**src/rtl/hdmi_fb_fetch_if.sv**
```systemverilog
// Memory read port plus pixel FIFO write side of the framebuffer fetch controller.
// Handshake: rd_req stays high with rd_addr/rd_len stable until the cycle rd_ack is 1;
// after that, rd_len beats follow, each marked by rd_data_valid.
interface hdmi_fb_fetch_if #(
  parameter int ADDR_W = 20,
  parameter int LEN_W  = 5,
  parameter int LVL_W  = 9
);
  logic              rd_req;
  logic [ADDR_W-1:0] rd_addr;
  logic [LEN_W-1:0]  rd_len;
  logic              rd_ack;
  logic              rd_data_valid;
  logic [23:0]       rd_data;
  logic [LVL_W-1:0]  fifo_level;
  logic              fifo_flush;
  logic              fifo_wr_en;
  logic [23:0]       fifo_wr_data;

  modport master (
    output rd_req, rd_addr, rd_len, fifo_flush, fifo_wr_en, fifo_wr_data,
    input  rd_ack, rd_data_valid, rd_data, fifo_level
  );

  modport slave (
    input  rd_req, rd_addr, rd_len, fifo_flush, fifo_wr_en, fifo_wr_data,
    output rd_ack, rd_data_valid, rd_data, fifo_level
  );
endinterface

```
**src/rtl/hdmi_fb_fetch_ctrl.sv**
```systemverilog
// Frame-aligned framebuffer fetch: flushes the pixel FIFO on each vsync rise,
// then streams the frame in bursts gated by free FIFO space.
module hdmi_fb_fetch_ctrl #(
  parameter int H_PIX      = 640,
  parameter int V_LINES    = 480,
  parameter int BURST_LEN  = 16,
  parameter int FIFO_DEPTH = 256,
  parameter int ADDR_W     = 20,
  parameter logic [ADDR_W-1:0] FB_BASE = '0
) (
  input  logic             sys_clk,
  input  logic             sys_rst_n,
  input  logic             enable,
  input  logic             video_vs,
  hdmi_fb_fetch_if.master  bus,
  output logic             frame_done,
  output logic [7:0]       resync_err,
  output logic [2:0]       dbg_state
);

  localparam int FRAME_PIX = H_PIX * V_LINES;
  localparam int REM_W     = $clog2(FRAME_PIX + 1);
  localparam int LEN_W     = $clog2(BURST_LEN) + 1;
  localparam int LVL_W     = $clog2(FIFO_DEPTH) + 1;

  localparam logic [LVL_W-1:0] SPACE_TH  = LVL_W'(FIFO_DEPTH - BURST_LEN);
  localparam logic [REM_W-1:0] FRAME_REM = REM_W'(FRAME_PIX);
  localparam logic [REM_W-1:0] BURST_REM = REM_W'(BURST_LEN);

  localparam logic [2:0] S_IDLE  = 3'd0;
  localparam logic [2:0] S_FLUSH = 3'd1;
  localparam logic [2:0] S_WAIT  = 3'd2;
  localparam logic [2:0] S_REQ   = 3'd3;
  localparam logic [2:0] S_RECV  = 3'd4;
  localparam logic [2:0] S_END   = 3'd5;
  localparam logic [2:0] S_DRAIN = 3'd6;

  logic [2:0]        state_q, state_d;
  logic              vs_q;
  logic [ADDR_W-1:0] rd_addr_q, rd_addr_d;
  logic [LEN_W-1:0]  rd_len_q, rd_len_d;
  logic [REM_W-1:0]  rem_q, rem_d;
  logic [LEN_W-1:0]  beat_q, beat_d;
  logic              wr_en_q, wr_en_d;
  logic [23:0]       wr_data_q, wr_data_d;
  logic              done_q, done_d;
  logic              pend_vs_q, pend_vs_d;
  logic [7:0]        resync_q, resync_d;

  logic             vs_rise;
  logic             last_beat;
  logic             abort;
  logic [REM_W-1:0] rem_after;

  assign vs_rise   = video_vs & ~vs_q;
  assign last_beat = bus.rd_data_valid && ((beat_q + LEN_W'(1)) == rd_len_q);
  assign rem_after = rem_q - REM_W'(rd_len_q);

  always_comb begin
    state_d   = state_q;
    rd_addr_d = rd_addr_q;
    rd_len_d  = rd_len_q;
    rem_d     = rem_q;
    beat_d    = beat_q;
    done_d    = 1'b0;
    pend_vs_d = pend_vs_q;
    resync_d  = resync_q;
    abort     = 1'b0;
    wr_en_d   = (state_q == S_RECV) && bus.rd_data_valid;
    wr_data_d = bus.rd_data_valid ? bus.rd_data : wr_data_q;

    case (state_q)
      S_IDLE: begin
        if (enable && vs_rise) state_d = S_FLUSH;
      end
      S_FLUSH: begin
        rd_addr_d = FB_BASE;
        rem_d     = FRAME_REM;
        pend_vs_d = 1'b0;
        state_d   = S_WAIT;
      end
      S_WAIT: begin
        if (vs_rise) begin
          abort   = 1'b1;
          state_d = S_FLUSH;
        end else if (!enable) begin
          state_d = S_IDLE;
        end else if (bus.fifo_level <= SPACE_TH) begin
          rd_len_d = (rem_q < BURST_REM) ? LEN_W'(rem_q) : LEN_W'(BURST_LEN);
          state_d  = S_REQ;
        end
      end
      S_REQ: begin
        // Once acked the burst belongs to memory; an abort must drain it first.
        if (bus.rd_ack) begin
          beat_d  = '0;
          abort   = vs_rise;
          state_d = vs_rise ? S_DRAIN : S_RECV;
        end else if (vs_rise) begin
          abort   = 1'b1;
          state_d = S_FLUSH;
        end
      end
      S_RECV: begin
        if (last_beat) begin
          rd_addr_d = rd_addr_q + ADDR_W'(rd_len_q);
          rem_d     = rem_after;
          if (rem_after == '0) begin
            done_d    = 1'b1;
            pend_vs_d = vs_rise;
            state_d   = S_END;
          end else if (vs_rise) begin
            abort   = 1'b1;
            state_d = S_FLUSH;
          end else if (!enable) begin
            state_d = S_IDLE;
          end else begin
            state_d = S_WAIT;
          end
        end else begin
          if (bus.rd_data_valid) beat_d = beat_q + LEN_W'(1);
          if (vs_rise) begin
            abort   = 1'b1;
            state_d = S_DRAIN;
          end
        end
      end
      S_DRAIN: begin
        if (last_beat) state_d = S_FLUSH;
        else if (bus.rd_data_valid) beat_d = beat_q + LEN_W'(1);
      end
      S_END: begin
        // A vsync that landed on the final beat is honoured here, one cycle late.
        if (vs_rise || pend_vs_q) begin
          pend_vs_d = 1'b0;
          state_d   = enable ? S_FLUSH : S_IDLE;
        end
      end
      default: state_d = S_IDLE;
    endcase

    if (abort && (resync_q != 8'hFF)) resync_d = resync_q + 8'd1;
  end

  always_ff @(posedge sys_clk) begin
    if (!sys_rst_n) begin
      state_q   <= S_IDLE;
      vs_q      <= 1'b0;
      rd_addr_q <= '0;
      rd_len_q  <= '0;
      rem_q     <= '0;
      beat_q    <= '0;
      wr_en_q   <= 1'b0;
      wr_data_q <= '0;
      done_q    <= 1'b0;
      pend_vs_q <= 1'b0;
      resync_q  <= '0;
    end else begin
      state_q   <= state_d;
      vs_q      <= video_vs;
      rd_addr_q <= rd_addr_d;
      rd_len_q  <= rd_len_d;
      rem_q     <= rem_d;
      beat_q    <= beat_d;
      wr_en_q   <= wr_en_d;
      wr_data_q <= wr_data_d;
      done_q    <= done_d;
      pend_vs_q <= pend_vs_d;
      resync_q  <= resync_d;
    end
  end

  assign bus.rd_req       = (state_q == S_REQ);
  assign bus.rd_addr      = rd_addr_q;
  assign bus.rd_len       = rd_len_q;
  assign bus.fifo_flush   = (state_q == S_FLUSH);
  assign bus.fifo_wr_en   = wr_en_q;
  assign bus.fifo_wr_data = wr_data_q;
  assign frame_done       = done_q;
  assign resync_err       = resync_q;
  assign dbg_state        = state_q;

endmodule
```
**src/flat_wrapper.sv**
```systemverilog
// flat-port wrapper written by rule: the top's interface ports become plain ports
module hdmi_fb_fetch_ctrl_flat 
#(
  parameter int H_PIX      = 640,
  parameter int V_LINES    = 480,
  parameter int BURST_LEN  = 16,
  parameter int FIFO_DEPTH = 256,
  parameter int ADDR_W     = 20,
  parameter logic [ADDR_W-1:0] FB_BASE = '0
)
  (sys_clk, sys_rst_n, enable, video_vs, frame_done, resync_err, dbg_state, bus_rd_req, bus_rd_addr, bus_rd_len, bus_fifo_flush, bus_fifo_wr_en, bus_fifo_wr_data, bus_rd_ack, bus_rd_data_valid, bus_rd_data, bus_fifo_level);
  hdmi_fb_fetch_if #(.ADDR_W(ADDR_W)) bus_i ();
  input  logic sys_clk;
  input  logic sys_rst_n;
  input  logic enable;
  input  logic video_vs;
  output logic frame_done;
  output logic [7:0] resync_err;
  output logic [2:0] dbg_state;
  output wire logic [$bits(bus_i.rd_req)-1:0] bus_rd_req;
  output wire logic [$bits(bus_i.rd_addr)-1:0] bus_rd_addr;
  output wire logic [$bits(bus_i.rd_len)-1:0] bus_rd_len;
  output wire logic [$bits(bus_i.fifo_flush)-1:0] bus_fifo_flush;
  output wire logic [$bits(bus_i.fifo_wr_en)-1:0] bus_fifo_wr_en;
  output wire logic [$bits(bus_i.fifo_wr_data)-1:0] bus_fifo_wr_data;
  input wire logic [$bits(bus_i.rd_ack)-1:0] bus_rd_ack;
  input wire logic [$bits(bus_i.rd_data_valid)-1:0] bus_rd_data_valid;
  input wire logic [$bits(bus_i.rd_data)-1:0] bus_rd_data;
  input wire logic [$bits(bus_i.fifo_level)-1:0] bus_fifo_level;
  assign bus_rd_req = bus_i.rd_req;
  assign bus_rd_addr = bus_i.rd_addr;
  assign bus_rd_len = bus_i.rd_len;
  assign bus_fifo_flush = bus_i.fifo_flush;
  assign bus_fifo_wr_en = bus_i.fifo_wr_en;
  assign bus_fifo_wr_data = bus_i.fifo_wr_data;
  assign bus_i.rd_ack = bus_rd_ack;
  assign bus_i.rd_data_valid = bus_rd_data_valid;
  assign bus_i.rd_data = bus_rd_data;
  assign bus_i.fifo_level = bus_fifo_level;
  hdmi_fb_fetch_ctrl #(.H_PIX(H_PIX), .V_LINES(V_LINES), .BURST_LEN(BURST_LEN), .FIFO_DEPTH(FIFO_DEPTH), .ADDR_W(ADDR_W), .FB_BASE(FB_BASE)) u_core (.sys_clk(sys_clk), .sys_rst_n(sys_rst_n), .enable(enable), .video_vs(video_vs), .bus(bus_i), .frame_done(frame_done), .resync_err(resync_err), .dbg_state(dbg_state));
endmodule
```
**config.mk**
```make
export PLATFORM = sky130hd
export DESIGN_NAME = hdmi_fb_fetch_ctrl_flat
export DESIGN_NICKNAME = d
export VERILOG_FILES = /design/src/rtl/hdmi_fb_fetch_if.sv /design/src/rtl/hdmi_fb_fetch_ctrl.sv /design/src/flat_wrapper.sv
export SDC_FILE = /design/constraint.sdc
export NUM_CORES = 1
export LEC_CHECK = 0
export CAP_MARGIN = 20
export CORE_MARGIN = 5
export CORE_UTILIZATION = 46
export CTS_BUF_LIST = sky130_fd_sc_hd__clkbuf_8 sky130_fd_sc_hd__clkbuf_16
export DETAILED_ROUTE_END_ITERATION = 16
export PLACE_DENSITY_LB_ADDON = 0.05
export SLEW_MARGIN = 5
export SYNTH_ARGS = -nofsm -noshare
export SYNTH_HDL_FRONTEND = slang
export SYNTH_SLANG_ARGS = --single-unit
```
**constraint.sdc**
```tcl
create_clock -name sys_clk -period 2.73 [get_ports sys_clk]
set_clock_uncertainty 0.1 [all_clocks]
set_input_delay 0.546 -clock sys_clk [delete_from_list [all_inputs] [get_ports sys_clk]]
set_output_delay 0.546 -clock sys_clk [all_outputs]
set_load 0.02 [all_outputs]
```
==> metrics <==
status=complete, but fails checks; failing checks=negative setup slack; # IOs=103; CTS tree=built; Root Buffer=clkbuf_8; crit end category=flip-flop; Post-Syn Area per Cell=8.372 um^2; layout cells sized above 1=15.04%; Post-synth EDFFs=0; Worst-path clk slew=0.09 ns; row cnt=36; Tcrit/Tclk final=104.2%; number of iterations in the first detailed-routing pass=5; global-route wire length before repair=22090 um; post-synthesis sequential area ratio=37.58%; Least-Margin Pin Slew=0.9634 ns; max_slew headroom=35.78%; Layout Cells excl Fill=831; vias per cell=5.568; leak pwr=2.444 nW; # fillers=846; Peak VDD IR=0.0002551 V; number of CTS-inserted buffers=9; count of pins over their slew limit=0; largest net degree at the start of global routing=33; RSZ-0062 raised after global routing=true; Mapped Area=0.004688 mm^2; ANT nets after route=0; Die X=111.0 um; Layout area overhead=38.51%; initial antenna violation count=0; Via Count=4627; min Tclk post-route=2.844 ns; worst setup path class=reg2reg; H-tree depth=3; async set-or-reset flop fraction in the synthesized netlist=0%; DP Area=0.006155 mm^2; Die Height=111.0 um; post-synthesis compound-gate area fraction=16.39%; clk buf depth=2; worst skew pair latency=0.37 ns; critical path launch point type=flip-flop; syn_nets=613; Req. time, crit path=2.92 ns; PD cells=408.6 mW/mm^2; # DRC=0; Max Cap Viol=0; HPWL reported at the end of detailed placement=9677 um; Iter 0 DRT Violations=290; delay of the slowest cell on the worst path=0.53 ns; Antenna Cells=0; Distinct cells, synth=64; GRT Overall Usage=21.23%; Hold WS=0.3810 ns; Worst Path Max Fanout=5; fin worst setup slack=-0.1139 ns; die area=0.01231 mm^2; Hold WC Path Type=reg2reg; FF-to-FF path depth=10; cell taking the most area after synthesis=dfxtp_1; simple-gate area share of the yosys netlist=27.28%; Max Freq=0.3516 GHz; synthesized flop and latch total=88; Yosys top cell area share=37.58%; slowest CP cell=or4_4; largest family of logic cells by synthesized area=simple AND/OR/NAND/NOR gates; design area=0.006494 mm^2; Mapped Cells=560; top cells by area, synth=dfxtp_1 38%, mux2i_1 6.8%, nor2_1 6.2%, a21oi_1 4.9%, xnor2_1 3.7%; grt ovf=0; Initial Utilization=47.53%; Critical Path, Cell by Cell=inv_2 -> ha_4 -> fa_2 -> nand2b_4 -> a21boi_4 -> o2111ai_2 -> and4_4 -> or4_4 -> or3_4 -> a21oi_2; fin nets=746; Final GP Congestion=0.9062; mux share of post-synthesis cell area=6.832%; Post-synth top flop=dfxtp_1; Setup TNS=-0.2189 ns; total placed cells including tap cells=813; # hold bufs at CTS=0; CP arrival=3.04 ns; Post-Synth Adder-Cell Area=4.057%; Port-buffer cells=102; final setup vio count=4; Clock Sinks=88; final wirelength=13170 um; wire per inst=15.85 um; final-report hold violation count=0; Synth Area in XOR/XNOR=4.484%; Tot Pwr=0.002653 W; hold path depth=2; YS warnings=0; number of global-route vias before repair=4533; total core area=0.009864 mm^2
==> critical path: cells and delay by family (launching register included) <==
| kind | cells | cell delay, ns |
|---|---|---|
| AND/OR/NAND/NOR | 4 | 1.24 |
| AO/OA/AOI/OAI | 3 | 0.54 |
| adder cells (fa/ha/maj) | 2 | 0.51 |
| flip-flops | 1 | 0.34 |
| buffers and inverters | 1 | 0.04 |
==> power breakdown <==
part	total (W)	internal [W]	switching (W)
clock	0.000937	0.000451	0.000486
sequential	0.00133	0.00131	0.0000205
combinational	0.000385	0.000190	0.000195
total	0.00265	0.00195	0.000701
==> cells by family after synthesis <==
kind of cell / count (synthesis)
fa+ha+maj: 14
flops: 88
compound gates: 119
simple gates: 243
xor+xnor: 24
buf+inv: 40
mux: 32
==> through the flow <==
stage | utilization, % | worst slack, ns
3_3_place_gp | 62.39 | -0.01009
2_1_floorplan | - | 0.004205
3_5_place_dp | 62.39 | -0.06673
5_1_grt | 65.83 | -0.2092
4_1_cts | 64.79 | -0.08521
6_report | 65.83 | -0.1139
==> final cells by class <==
cell class	instances	area, um^2	share of cell area (%)
clock inverter	6	66.31	1.021
timing repair buffer	149	1381	21.27
multi-input combinational	432	2920	44.97
clock buffer	10	137.6	2.119
sequential	88	1773	27.30
tap	133	166.4	2.563
inverter	13	48.80	0.7514
==> repair_timing <==
item / CTS / global route
pin swaps: 9 / 8
gates resized for setup: 7 / 16
endpoints found under the setup margin: 5 / 15
buffers inserted: 0 / 3
==> final timing paths <==
kind	startpoint	endpoint	slack, ns
max	u_core.rem_q[0]$_SDFFE_PN0P_	u_core.pend_vs_q$_SDFFE_PN0P_	-0.11
min	u_core.bus.rd_addr[0]$_SDFFE_PN0P_	u_core.bus.rd_addr[0]$_SDFFE_PN0P_	0.38
max reg2reg	u_core.rem_q[0]$_SDFFE_PN0P_	u_core.pend_vs_q$_SDFFE_PN0P_	-0.11
min reg2reg	u_core.bus.rd_addr[0]$_SDFFE_PN0P_	u_core.bus.rd_addr[0]$_SDFFE_PN0P_	0.38
==> layer usage <==
| layer | vias to the layer above | global-route usage, % | wire length (um) |
|---|---|---|---|
| met5 | - | 0 | 0 |
| met4 | 0 | 7.225 | 222 |
| met3 | 16 | 5.186 | 902 |
| met2 | 133 | 33.45 | 5953 |
| met1 | 2181 | 28.38 | 6090 |
| li1 | 2297 | - | - |
==> state kept, by name, indices dropped and copies added (netlist names) <==
register,cells
u_core.bus.fifo_wr_data,24
u_core.bus.rd_addr,20
u_core.rem_q,19
u_core.resync_err,8
u_core.beat_q,5
u_core.bus.rd_len,5
u_core.dbg_state,3
u_core.bus.fifo_wr_en,1
u_core.frame_done,1
u_core.pend_vs_q,1
u_core.vs_q,1
==> cells in the mapped netlist, types with 12 or more instances <==
master    count
nor4_1       16
clkbuf_1     22
nand2_1      33
a21oi_1      46
ha_1         12
nand3_1      19
o21ai_0      15
mux2i_1      32
dfxtp_1      88
nand2b_1     16
nor3_1       20
xnor2_1      20
nor2_1       77
inv_1        12
==> cells in the final DEF, fill, tap and decap left out, types with 7 or more instances in the layout <==
| cell | count |
|---|---|
| nor2_1 | 77 |
| nand2_1 | 33 |
| a21oi_1 | 43 |
| nand2b_1 | 15 |
| ha_1 | 10 |
| clkdlybuf4s50_1 | 102 |
| dfxtp_1 | 83 |
| mux2i_1 | 32 |
| or3_1 | 7 |
| nor3_1 | 19 |
| nor4_1 | 14 |
| o21ai_0 | 15 |
| inv_1 | 11 |
| nor2b_1 | 7 |
| nand3_1 | 18 |
| clkbuf_8 | 10 |
| xnor2_1 | 19 |
| buf_4 | 45 |
| nand4_1 | 8 |
No activity file was read; power rests on OpenSTA's default activity.
